`src/rtl/dmem_master_if.sv`:
```
// Data-memory bus between dmem_master and a word-addressed RAM.
interface dmem_master_if;
  logic        mem_we;
  logic [31:0] mem_addr;
  logic [31:0] mem_datain;
  logic [31:0] mem_dataout;

  modport master (output mem_we, output mem_addr, output mem_datain, input mem_dataout);
  modport slave  (input mem_we, input mem_addr, input mem_datain, output mem_dataout);
endinterface

```
`src/rtl/dmem_master.sv`:
```
// Data-memory test master: fill / fill-increment / check-increment / checksum over a 32-word window.
// Optional: define DMEM_MASTER_CHECKSUM_EN to enable op 11 (checksum); otherwise op 11 completes with error.
module dmem_master (
  input  logic          clock,
  input  logic          resetn,
  input  logic          start_i,
  input  logic [1:0]    op_i,
  input  logic [4:0]    base_word_i,
  input  logic [5:0]    count_i,
  input  logic [31:0]   seed_i,
  dmem_master_if.master mem,
  output logic          busy_o,
  output logic          done_o,
  output logic          error_o,
  output logic [4:0]    err_addr_o,
  output logic [31:0]   result_o
);
  localparam int unsigned DW = 32;
  localparam int unsigned IW = 5;
  localparam int unsigned CW = 6;

  localparam logic [1:0] OP_FILL_C = 2'b00;
  localparam logic [1:0] OP_CHECK  = 2'b10;
  localparam logic [1:0] OP_SUM    = 2'b11;

`ifdef DMEM_MASTER_CHECKSUM_EN
  localparam bit SUM_EN = 1'b1;
`else
  localparam bit SUM_EN = 1'b0;
`endif

  typedef enum logic [2:0] {IDLE, WRITE, RD_ADDR, RD_WAIT, DONE} state_t;

  state_t        state_q, state_d;
  logic [1:0]    op_q, op_d;
  logic [CW-1:0] cnt_q, cnt_d, i_q, i_d;
  logic [IW-1:0] idx_q, idx_d;
  logic [DW-1:0] seed_q, seed_d, pat_q, pat_d;
  logic          we_q, we_d;
  logic [DW-1:0] addr_q, addr_d, wdata_q, wdata_d;
  logic          busy_q, busy_d, done_q, done_d, err_q, err_d;
  logic [IW-1:0] erra_q, erra_d;
  logic [DW-1:0] res_q, res_d;
  logic          last_c;

  // Byte address of a word; bit 7 stays clear so the IO region is never touched.
  function automatic logic [DW-1:0] word_addr(input logic [IW-1:0] idx);
    return {24'b0, 1'b0, idx, 2'b00};
  endfunction

  always_comb begin
    state_d = state_q;
    op_d    = op_q;
    cnt_d   = cnt_q;
    i_d     = i_q;
    idx_d   = idx_q;
    seed_d  = seed_q;
    pat_d   = pat_q;
    we_d    = 1'b0;
    addr_d  = addr_q;
    wdata_d = wdata_q;
    busy_d  = busy_q;
    done_d  = 1'b0;
    err_d   = err_q;
    erra_d  = erra_q;
    res_d   = res_q;
    last_c  = ((i_q + CW'(1)) == cnt_q);

    case (state_q)
      IDLE: begin
        if (start_i) begin
          op_d   = op_i;
          cnt_d  = count_i;
          seed_d = seed_i;
          idx_d  = base_word_i;
          pat_d  = seed_i;
          i_d    = '0;
          err_d  = 1'b0;
          erra_d = '0;
          res_d  = '0;
          if ((op_i == OP_SUM) && !SUM_EN) begin
            err_d   = 1'b1;
            done_d  = 1'b1;
            state_d = DONE;
          end else if (count_i == '0) begin
            done_d  = 1'b1;
            state_d = DONE;
          end else begin
            busy_d = 1'b1;
            addr_d = word_addr(base_word_i);
            if (!op_i[1]) begin
              we_d    = 1'b1;
              wdata_d = seed_i;
              state_d = WRITE;
            end else begin
              state_d = RD_ADDR;
            end
          end
        end
      end

      WRITE: begin
        if (last_c) begin
          busy_d  = 1'b0;
          done_d  = 1'b1;
          state_d = DONE;
        end else begin
          i_d     = i_q + CW'(1);
          idx_d   = idx_q + IW'(1);
          pat_d   = pat_q + DW'(1);
          we_d    = 1'b1;
          addr_d  = word_addr(idx_q + IW'(1));
          wdata_d = (op_q == OP_FILL_C) ? seed_q : (pat_q + DW'(1));
        end
      end

      RD_ADDR: state_d = RD_WAIT;

      RD_WAIT: begin
        // Read data for the word addressed in RD_ADDR is consumed here.
        if (op_q == OP_CHECK) begin
          if (mem.mem_dataout != pat_q) begin
            res_d = res_q + DW'(1);
            if (!err_q) begin
              err_d  = 1'b1;
              erra_d = idx_q;
            end
          end
        end else begin
`ifdef DMEM_MASTER_CHECKSUM_EN
          res_d = res_q + mem.mem_dataout;
`endif
        end
        if (last_c) begin
          busy_d  = 1'b0;
          done_d  = 1'b1;
          state_d = DONE;
        end else begin
          i_d     = i_q + CW'(1);
          idx_d   = idx_q + IW'(1);
          pat_d   = pat_q + DW'(1);
          addr_d  = word_addr(idx_q + IW'(1));
          state_d = RD_ADDR;
        end
      end

      DONE:    state_d = IDLE;
      default: state_d = IDLE;
    endcase
  end

  always_ff @(posedge clock or negedge resetn) begin
    if (!resetn) begin
      state_q <= IDLE;
      op_q    <= '0;
      cnt_q   <= '0;
      i_q     <= '0;
      idx_q   <= '0;
      seed_q  <= '0;
      pat_q   <= '0;
      we_q    <= 1'b0;
      addr_q  <= '0;
      wdata_q <= '0;
      busy_q  <= 1'b0;
      done_q  <= 1'b0;
      err_q   <= 1'b0;
      erra_q  <= '0;
      res_q   <= '0;
    end else begin
      state_q <= state_d;
      op_q    <= op_d;
      cnt_q   <= cnt_d;
      i_q     <= i_d;
      idx_q   <= idx_d;
      seed_q  <= seed_d;
      pat_q   <= pat_d;
      we_q    <= we_d;
      addr_q  <= addr_d;
      wdata_q <= wdata_d;
      busy_q  <= busy_d;
      done_q  <= done_d;
      err_q   <= err_d;
      erra_q  <= erra_d;
      res_q   <= res_d;
    end
  end

  assign mem.mem_we     = we_q;
  assign mem.mem_addr   = addr_q;
  assign mem.mem_datain = wdata_q;
  assign busy_o         = busy_q;
  assign done_o         = done_q;
  assign error_o        = err_q;
  assign err_addr_o     = erra_q;
  assign result_o       = res_q;
endmodule

```
`src/flat_wrapper.sv`:
```
// flat-port wrapper written by rule: the top's interface ports become plain ports
module dmem_master_flat 
  (clock, resetn, start_i, op_i, base_word_i, count_i, seed_i, busy_o, done_o, error_o, err_addr_o, result_o, mem_mem_we, mem_mem_addr, mem_mem_datain, mem_mem_dataout);
  dmem_master_if mem_i ();
  input  logic clock;
  input  logic resetn;
  input  logic start_i;
  input  logic [1:0] op_i;
  input  logic [4:0] base_word_i;
  input  logic [5:0] count_i;
  input  logic [31:0] seed_i;
  output logic busy_o;
  output logic done_o;
  output logic error_o;
  output logic [4:0] err_addr_o;
  output logic [31:0] result_o;
  output wire logic [$bits(mem_i.mem_we)-1:0] mem_mem_we;
  output wire logic [$bits(mem_i.mem_addr)-1:0] mem_mem_addr;
  output wire logic [$bits(mem_i.mem_datain)-1:0] mem_mem_datain;
  input wire logic [$bits(mem_i.mem_dataout)-1:0] mem_mem_dataout;
  assign mem_mem_we = mem_i.mem_we;
  assign mem_mem_addr = mem_i.mem_addr;
  assign mem_mem_datain = mem_i.mem_datain;
  assign mem_i.mem_dataout = mem_mem_dataout;
  dmem_master u_core (.clock(clock), .resetn(resetn), .start_i(start_i), .op_i(op_i), .base_word_i(base_word_i), .count_i(count_i), .seed_i(seed_i), .mem(mem_i), .busy_o(busy_o), .done_o(done_o), .error_o(error_o), .err_addr_o(err_addr_o), .result_o(result_o));
endmodule
```
`config.mk`:
```
export PLATFORM = sky130hd
export DESIGN_NAME = dmem_master_flat
export DESIGN_NICKNAME = d
export VERILOG_FILES = /design/src/rtl/dmem_master_if.sv /design/src/rtl/dmem_master.sv /design/src/flat_wrapper.sv
export SDC_FILE = /design/constraint.sdc
export NUM_CORES = 1
export LEC_CHECK = 0
export CAP_MARGIN = 20
export CORE_UTILIZATION = 35
export DETAILED_ROUTE_END_ITERATION = 6
export GPL_ROUTABILITY_DRIVEN = 0
export PLACE_DENSITY = 0.55
export RECOVER_POWER = 25
export SLEW_MARGIN = 10
export SYNTH_ARGS = -nofsm -noshare
export SYNTH_HDL_FRONTEND = slang
export SYNTH_SLANG_ARGS = --single-unit
export TNS_END_PERCENT = 5
```
`constraint.sdc`:
```
create_clock -name clock -period 2.9 [get_ports clock]
set_clock_uncertainty 0.15 [all_clocks]
set_input_delay 0.435 -clock clock [delete_from_list [all_inputs] [get_ports clock]]
set_output_delay 0.435 -clock clock [all_outputs]
set_load 0.02 [all_outputs]
```
Word-level counts from Yosys, hierarchy flattened
Index checks and enable logic that the tools add are counted.

storage, ports and cells
  register bits after elaboration = 191
  input port bits = 80
  output and inout port bits = 105
  word-level logic and storage cells = 110

operators by class
  add/sub/neg operators = 4
  equality and inequality tests = 18
  mux-type cells = 58
  reductions and logical operators = 15

operators with widths
  kind                     count
  $mux W32                 15
  $pmux W32 S2             4
  $add A32 B1 Y32 const B  2
  $ne A32 B32 Y1           1
  $mux W5                  6
  $pmux W5 S2              2
  $mux W1                  17
  $mux W3                  5
  $reduce_and A5 Y1        3
  $ne A2 B2 Y1 const B     7
  $mux W6                  2
  $pmux W3 S4              1
  $pmux W6 S2              1
  $ne A2 B1 Y1 const B     4
  $pmux W1 S2              4
  $add A6 B1 Y6 const B    1
  $eq A3 B2 Y1 const B     2
  $eq A6 B6 Y1             1
  $logic_not A6 Y1         1
  $reduce_and A6 Y1        1
  $reduce_bool A2 Y1       3
  $add A5 B1 Y5 const B    1
  $eq A2 B2 Y1 const B     2
  $reduce_and A2 Y1        2
  other kinds (7)          7

Depth between registers and ports, before layout
Gate-level depths: netlist (run 1).

  depth after elaboration = 5
  mapped depth = 10
  mapped depth without buffers = 7

Worst setup path after synthesis (run 1)
No wires, ideal clock.

  path type = register -> register
  from = register u_core.state_q[1]
  to = register u_core.wdata_q[0], in the netlist u_core.mem.mem_datain[0]
  setup time = 0.125 ns
  arrival time = 2.231 ns
  required time = 2.625 ns
  slack = 0.395 ns
  stages on the path, launching flop included = 8
  buffers on the path = 2
  clock period less this slack = 2.505 ns
  cells stage by stage = dfrtp_1 buf_2 or4b_1 clkbuf_1 a311o_1 and2_4 a31oi_4 mux2_2

on the way
  longest elaborated chain between the ends = 3
  elaborated cells between the ends (all ways) = 10
  classes of those cells = eq/ne: 6; mux: 1; reduce/logical: 3

RTL lines
  element                                                       RTL line            RTL
  start: declaration                                            dmem_master.sv:34   state_t state_q, state_d;
  start signal: assignment                                      dmem_master.sv:170  state_q <= state_d;
  $eq A3 B1 Y1 or $logic_not A3 Y1 (tied branches)              dmem_master.sv:69   case (state_q)
  $ne A2 B2 Y1 (no line) or $reduce_bool A2 Y1 (tied branches)  n/a
  $reduce_and A6 Y1 (no line)                                   n/a
  end signal: assignment                                        dmem_master.sv:179  wdata_q <= wdata_d;
  end: declaration                                              dmem_master.sv:40   logic [DW-1:0] addr_q, addr_d, wdata_q, wdata_d;

Several ways; a longest one is shown, not always the timed one.
A chain may end at the register's enable or synchronous reset.

Final worst setup path (run 1)
  from = register u_core.i_q[1]
  to = register u_core.pat_q[25]

on the way
  longest elaborated chain between the ends = 4

RTL lines
  element                      RTL line            RTL
  start: declaration           dmem_master.sv:36   logic [CW-1:0] cnt_q, cnt_d, i_q, i_d;
  start signal: assignment     dmem_master.sv:173  i_q <= i_d;
  $add A6 B1 Y6                dmem_master.sv:67   last_c = ((i_q + CW'(1)) == cnt_q);
  $eq A6 B6 Y1                 dmem_master.sv:67
  $ne A2 B2 Y1 (no line)       n/a
  $reduce_and A3 Y1 (no line)  n/a
  end signal: assignment       dmem_master.sv:176  pat_q <= pat_d;
  end: declaration             dmem_master.sv:38   logic [DW-1:0] seed_q, seed_d, pat_q, pat_d;

Every way passes these cells.

==> flow_summary.toml, run 1 <==
[global_routing]
gr-usage-all-layers_pct = 22.47
grt_max_degree = 56
grt_pass1_wl_mm = 49.60
first_global_vias = 8644
antenna_found_initial = 0
overflow = 0

[clock_network]
cts_setup_buffers = 0
numClockSinks = 164
cts-htree-levels = 4
path_clk_slew_ns = 0.07
clock_path_buffers = 2
cts_tree = "done"
numCtsBuffers = 17
cts-root-buf = "clkbuf_16"
clk_latency_ns = 0.43

[worst_setup_path]
crit_end = "u_core.pat_q[25]"
r2r_end = "u_core.pat_q[25]"
crit_arrival_ns = 2.80
rr_worst_depth = 8
start_kind = "flop"
rr_startpoint = "u_core.i_q[1]"
worstPathCellList = "ha_1 -> xor2_1 -> a211oi_1 -> o311a_1 -> a22oi_2 -> buf_4 -> o21a_1 -> o22a_1"
slowest_delay_ns = 0.50
crit_path_max_fanout = 15
reg2reg_slack_ns = 0.26
critPathSlowestCell = "o311a_1"
cp.required_ns = 3.06
endpoint_kind = "flop"
setup.worst_path.start = "u_core.i_q[1]"
crit_type = "flop to flop"

[sta]
slew_headroom_pct = 13.30
whs_ns = 0.3180
slew_violations = 0
finalSetupViolations = 0
period_share_pct = 90.91
fmax_mhz = 379.3
setup_ws_ns = 0.2636
tightest_slew_ns = 1.300
fin_crit_ns = 2.636
finalHoldViolations = 0
rsz0062_at_grt = "no"

[power]
static-leakage-power_uw = 0.005105
ir_worst_vdd_mv = 0.5877
powerDensity_mw_per_mm2 = 1090
p_total_uw = 13450

[yosys]
synthArstFlopShare_pct = 100.0
ys_ff_latch = 164
synth_area_sq_mm = 0.009637
synth_top_area_share_pct = 42.59
syn_avg_cell_area_sq_um = 8.513
synth_top_cell_by_area = "dfrtp_1"
synth_area_leaders = "dfrtp_1, nand2_1, xnor2_1"
yosysWarnings = 0
synth_cell_types = 69
yosysSeqAreaShare_pct = 42.59
synth_edf_count = 0
syn-instance-count = 1132
synth_ff_type = "dfrtp_1"

[floorplan]
die_h_um = 167.9
initial_core_util_pct = 35.76
core_sq_mm = 0.02695
io_pins = 185
rows = 60
die_area_sq_mm = 0.02820
die_w_um = 167.9

[placed_design]
port_buffers = 157
dp_worst_setup_slack_ns = -0.07836
numPlacedInstances = 1606
hpwl_mm = 21.86

[cells_and_area]
area_growth_pct = 28.06
final_cells = 1639
nets = 1369
drive_gt1_share_pct = 10.32
insertedDiodeCount = 0

[detailed_routing]
via_per_inst = 5.460
wl_mm = 31.01
drtPass1Iterations = 5
drcViolationCount = 0
wire_per_inst_um = 18.92
via_count = 8949
ant_nets = 0
first_iter_violations = 767

[flow_run]
drv_cap = 0

[worst_hold_path]
hold_class = "flop to flop"

[outcome]
status = "finished, final reports clean"
==> synth_stat cells (8+ instances only) <==
cell / instances
o21ai_0: 42
nor4_1: 14
and2_1: 8
xor2_1: 15
dfrtp_1: 164
inv_1: 14
nand2b_1: 12
nor3_1: 18
a211oi_1: 10
buf_4: 30
o22ai_1: 31
buf_2: 14
a221oi_1: 9
or4_1: 10
and3_1: 26
clkbuf_1: 70
mux2i_1: 17
nand2_1: 202
nand4_1: 28
a21oi_1: 89
o211ai_1: 21
nand3_1: 42
nor2_1: 77
xnor2_1: 59
==> per-layer routing <==
metal / track usage (%) / up-vias / routed length (um)
met1: 31.78 / 4370 / 14480
met4: 6.542 / 0 / 492
met3: 3.526 / 32 / 1644
li1: - / 4268 / -
met2: 35.36 / 279 / 14390
met5: 0 / - / 0
==> flip-flops by register name (all words and copies together), names as in the netlist, 6 cells and up <==
register	count
u_core.seed_q	32
u_core.i_q	6
u_core.mem.mem_datain	32
u_core.cnt_q	6
u_core.pat_q	32
u_core.result_o	32
==> cell type report <==
type	instances	area (sq um)
Clock buffer	20	456.7
Fill cell	2668	14610
Clock inverter	12	146.4
Tap cell	341	426.7
Timing Repair Buffer	226	2137
Multi-Input combinational cell	862	5017
Inverter	14	52.55
Sequential cell	164	4104
==> cell usage in the layout, fill, tap and decap left out, types with 4 or more instances in the layout <==
cell	Yosys	final
o211ai_1	21	21
conb_1	1	27
nor4_1	14	12
clkdlybuf4s50_1	0	156
dfrtp_1	164	164
ha_1	4	4
a31oi_1	5	5
o221a_2	5	5
and3_1	26	26
and2_1	8	8
or4_1	10	10
a221oi_1	9	9
nand4_1	28	28
buf_4	30	62
o21a_1	6	6
a2bb2oi_1	4	4
o31ai_1	5	5
nor2_1	77	76
xnor2_1	59	59
o21ai_0	42	42
nor3_1	18	18
inv_1	14	14
nand3_1	42	42
a2111oi_0	6	6
nand2b_1	12	12
buf_12	0	4
mux2i_1	17	17
clkinvlp_4	0	4
mux2_2	4	4
o22ai_1	31	31
a211oi_1	10	10
clkbuf_16	0	17
nand2_1	202	202
or2_2	7	7
a21oi_1	89	89
xor2_1	15	15
or3_1	6	6
and4_1	4	4
a21o_1	6	6
==> cells by family (layout without fill, tap and decap cells) <==
family / Yosys count / in the layout / synth area share [%]
adders and majority gates: 4 / 4 / 0.5194
AOI/OAI and AO/OA: 266 / 266 / 18.19
xor gates and xnor gates: 74 / 74 / 6.726
buffers and inverters: 132 / 272 / 6.648
and+or+nand+nor: 470 / 470 / 23.06
muxes: 21 / 21 / 2.233
DFF: 164 / 164 / 42.59
other: 1 / 27 / 0.03891
==> how the worst min path moves through the flow <==
stage,from,to,slack (ns),cells past startpoint
4_1_cts,u_core.seed_q[12],u_core.seed_q[12],0.32,2
6_report,u_core.seed_q[12],u_core.seed_q[12],0.32,2
5_1_grt,u_core.seed_q[10],u_core.seed_q[10],0.34,2
3_3_place_gp,resetn,u_core.mem.mem_datain[15],0.28,1
2_1_floorplan,resetn,u_core.busy_o,-0.01,0
3_5_place_dp,resetn,u_core.mem.mem_datain[15],0.27,1
==> metrics by stage <==
stage               TNS [ns]  utilization, %  cell area, sq um
detailed placement   -0.9754           43.63             11760
global placement     -0.2444           43.62             11760
global route               0           45.79             12340
CTS                        0           45.91             12370
floorplan                  0               -              9734
finish                     0           45.79             12340
==> worst max-delay path, delay by kind of cell (launching register included) <==
kind	cells	cell delay, ns
AO/OA/AOI/OAI	5	1.25
XOR/XNOR	1	0.15
adder cells (fa/ha/maj)	1	0.32
buffers and inverters	1	0.25
flip-flops	1	0.41
==> report_power, final <==
part           internal (uW)  switching [uW]  leakage (uW)
sequential              3230             940       0.00200
clock                   1340            1020      0.000285
combinational           2900            4020       0.00282
total                   7470            5980       0.00511
==> what timing repair did <==
item,4_1_cts,5_1_grt
hold buffers,1,0
endpoints found under the hold margin,45,0
setup endpoints to repair,0,0
gates resized for setup,0,0
(Power assumes the default switching activity.)
==> inputs of run 2 (changes only) <==
--- a/config.mk
+++ b/config.mk
@@ -15,4 +15,4 @@
 export SYNTH_ARGS = -nofsm -noshare
 export SYNTH_HDL_FRONTEND = slang
 export SYNTH_SLANG_ARGS = --single-unit
-export TNS_END_PERCENT = 5
+export TNS_END_PERCENT = 10
==> results of run 2 <==
No change in the layout: final DEF, timing and power equal those of run 1.
==> inputs of run 3 (changes only) <==
==> constraint.sdc (replaced) <==
create_clock -name clock -period 2.9 [get_ports clock]
set_clock_uncertainty 0.15 [all_clocks]
set_input_delay 0.29 -clock clock [delete_from_list [all_inputs] [get_ports clock]]
set_output_delay 0.29 -clock clock [all_outputs]
set_load 0.02 [all_outputs]
==> run 3 against run 2 <==
Compared with the run above: worst setup slack got worse by 0.055 ns; final area barely moved; sequential share of layout area barely moved; largest cell class unchanged; global-route usage fell by 0.16 points; die area did not move; critical path depth did not move; the run now ends with capacitance limit left; total power barely moved.
==> flow_summary.toml, run 3 (synthesized netlist as in run 1, its figures left out) <==
[outcome]
status = "finished, violations left"
failed_checks = "capacitance limit"

[floorplan]
io_pins = 185
initial_core_util_pct = 35.76
die_area_sq_mm = 0.02820
rows = 60
core_sq_mm = 0.02695
die_w_um = 167.9
die_h_um = 167.9

[worst_setup_path]
start_kind = "flop"
cp.required_ns = 3.07
critPathSlowestCell = "o311a_1"
crit_path_max_fanout = 14
reg2reg_slack_ns = 0.21
slowest_delay_ns = 0.50
crit_arrival_ns = 2.86
worstPathCellList = "ha_1 -> xor2_1 -> a211oi_1 -> o311a_1 -> a22oi_2 -> buf_4 -> o21a_1 -> o22a_1"
endpoint_kind = "flop"
crit_type = "flop to flop"

[placed_design]
dp_worst_setup_slack_ns = 0.05603
port_buffers = 157
hpwl_mm = 21.66

[flow_run]
drv_cap = 1

[clock_network]
cts-root-buf = "clkbuf_16"
clock_path_buffers = 2
numClockSinks = 164
numCtsBuffers = 17
cts_tree = "done"
path_clk_slew_ns = 0.07
cts-htree-levels = 4
clk_latency_ns = 0.44

[power]
seqPwrFrac_pct = 31.2
p_sw_uw = 5916
power_frac_clock_pct = 18.1
static-leakage-power_uw = 0.005105
p_comb_share_pct = 50.6
powerDensity_mw_per_mm2 = 1089
ir_worst_vdd_mv = 0.6071
switching_share_pct = 44.02
p_int_uw = 7523

[cells_and_area]
insertedDiodeCount = 0
nets = 1365
layout_commonest_cell = "nand2_1"
fillers = 2663
drive_gt1_share_pct = 9.969
final_cell_mix = "nand2_1, dfrtp_1, clkdlybuf4s50_1, a21oi_1, nor2_1"
area_growth_pct = 28.03

[detailed_routing]
wire_per_inst_um = 18.94
first_iter_violations = 692
drtPass1Iterations = 5
drcViolationCount = 0
via_count = 8916
ant_nets = 0
via_per_inst = 5.453
wl_mm = 30.97

[sta]
tightest_slew_ns = 1.500
slew_violations = 0
fmax_mhz = 371.6
period_share_pct = 92.79
finalHoldViolations = 0
rsz0062_at_grt = "no"
whs_ns = 0.2615
finalSetupViolations = 0
fin_setup_tns_ns = 0
fin_crit_ns = 2.691
setup_ws_ns = 0.2091
slew_headroom_pct = 0.0007031

[global_routing]
grt_max_degree = 57
antenna_found_initial = 0
overflow = 0
first_global_vias = 8673
grt_pass1_wl_mm = 49.09
gr-usage-all-layers_pct = 22.31

[worst_hold_path]
hold_class = "input port to flop"
==> run 3: changes by cell type in the layout (fill, tap and decap cells not counted), sizes merged <==
cell      change
buf           -3
clkinvlp      -3
clkbuf        +1
clkinv        +2
bufinv        +1
inv           -2
==> run 3: power groups by stage <==
stage               clock [uW]  combinational [uW]  sequential (uW)
floorplan                    0                4300             4130
global placement             0                6720             4200
detailed placement           0                6790             4210
CTS                       2470                6830             4180
global route              2570                7530             4320
finish                    2440                6810             4200
==> run 3: stage by stage <==
stage | instances | util, % | area (sq um) | power [uW]
finish | 1635 | 45.78 | 12340 | 13440
global route | 1635 | 45.78 | 12340 | 14420
CTS | 1635 | 45.81 | 12350 | 13480
detailed placement | 1602 | 43.47 | 11720 | 11000
global placement | 1602 | 43.46 | 11710 | 10910
floorplan | 1158 | - | 9734 | 8432
==> run 3: worst max-delay path: cells and delay by family (launching register included) <==
| kind | cells | cell delay, ns |
|---|---|---|
| DFF | 1 | 0.41 |
| adders and majority gates | 1 | 0.31 |
| buffers and inverters | 1 | 0.25 |
| xor gates and xnor gates | 1 | 0.15 |
| AOI/OAI and AO/OA | 5 | 1.30 |
==> run 3: area by class of cell <==
type	instances	area, sq um	share of cell area (%)
Multi-Input combinational cell	862	5017	40.67
Sequential cell	164	4104	33.26
Timing Repair Buffer	222	2117	17.16
Clock buffer	22	474.2	3.843
Tap cell	341	426.7	3.458
Clock inverter	10	146.4	1.186
Inverter	14	52.55	0.4259
==> run 3: final timing paths <==
check	start	end	depth (start not counted)
hold reg to reg	u_core.seed_q[9]	u_core.seed_q[9]	2
setup / recovery	u_core.i_q[1]	u_core.pat_q[25]	8
max in group asynchronous	resetn	u_core.error_o	3
min in group asynchronous	resetn	u_core.seed_q[17]	2
setup reg to reg	u_core.i_q[1]	u_core.pat_q[25]	8
hold / removal	count_i[0]	u_core.cnt_q[0]	3
==> run 3: routing by layer <==
metal  wire, um  GRT usage [%]  up-vias  part of all wire [%]
met5          0              0        -                     0
met4        754          7.698        0                   2.4
met3       1293          3.409       47                   4.2
met2      14310          34.75      242                    46
met1      14620          31.45     4369                    47
li1           -              -     4258                     -
==> run 3: timing repair <==
item                      in CTS  in global routing
setup buffers                  0                  0
hold endpoints to repair      49                  0
hold buffers                   1                  0
gates resized for setup        0                  0
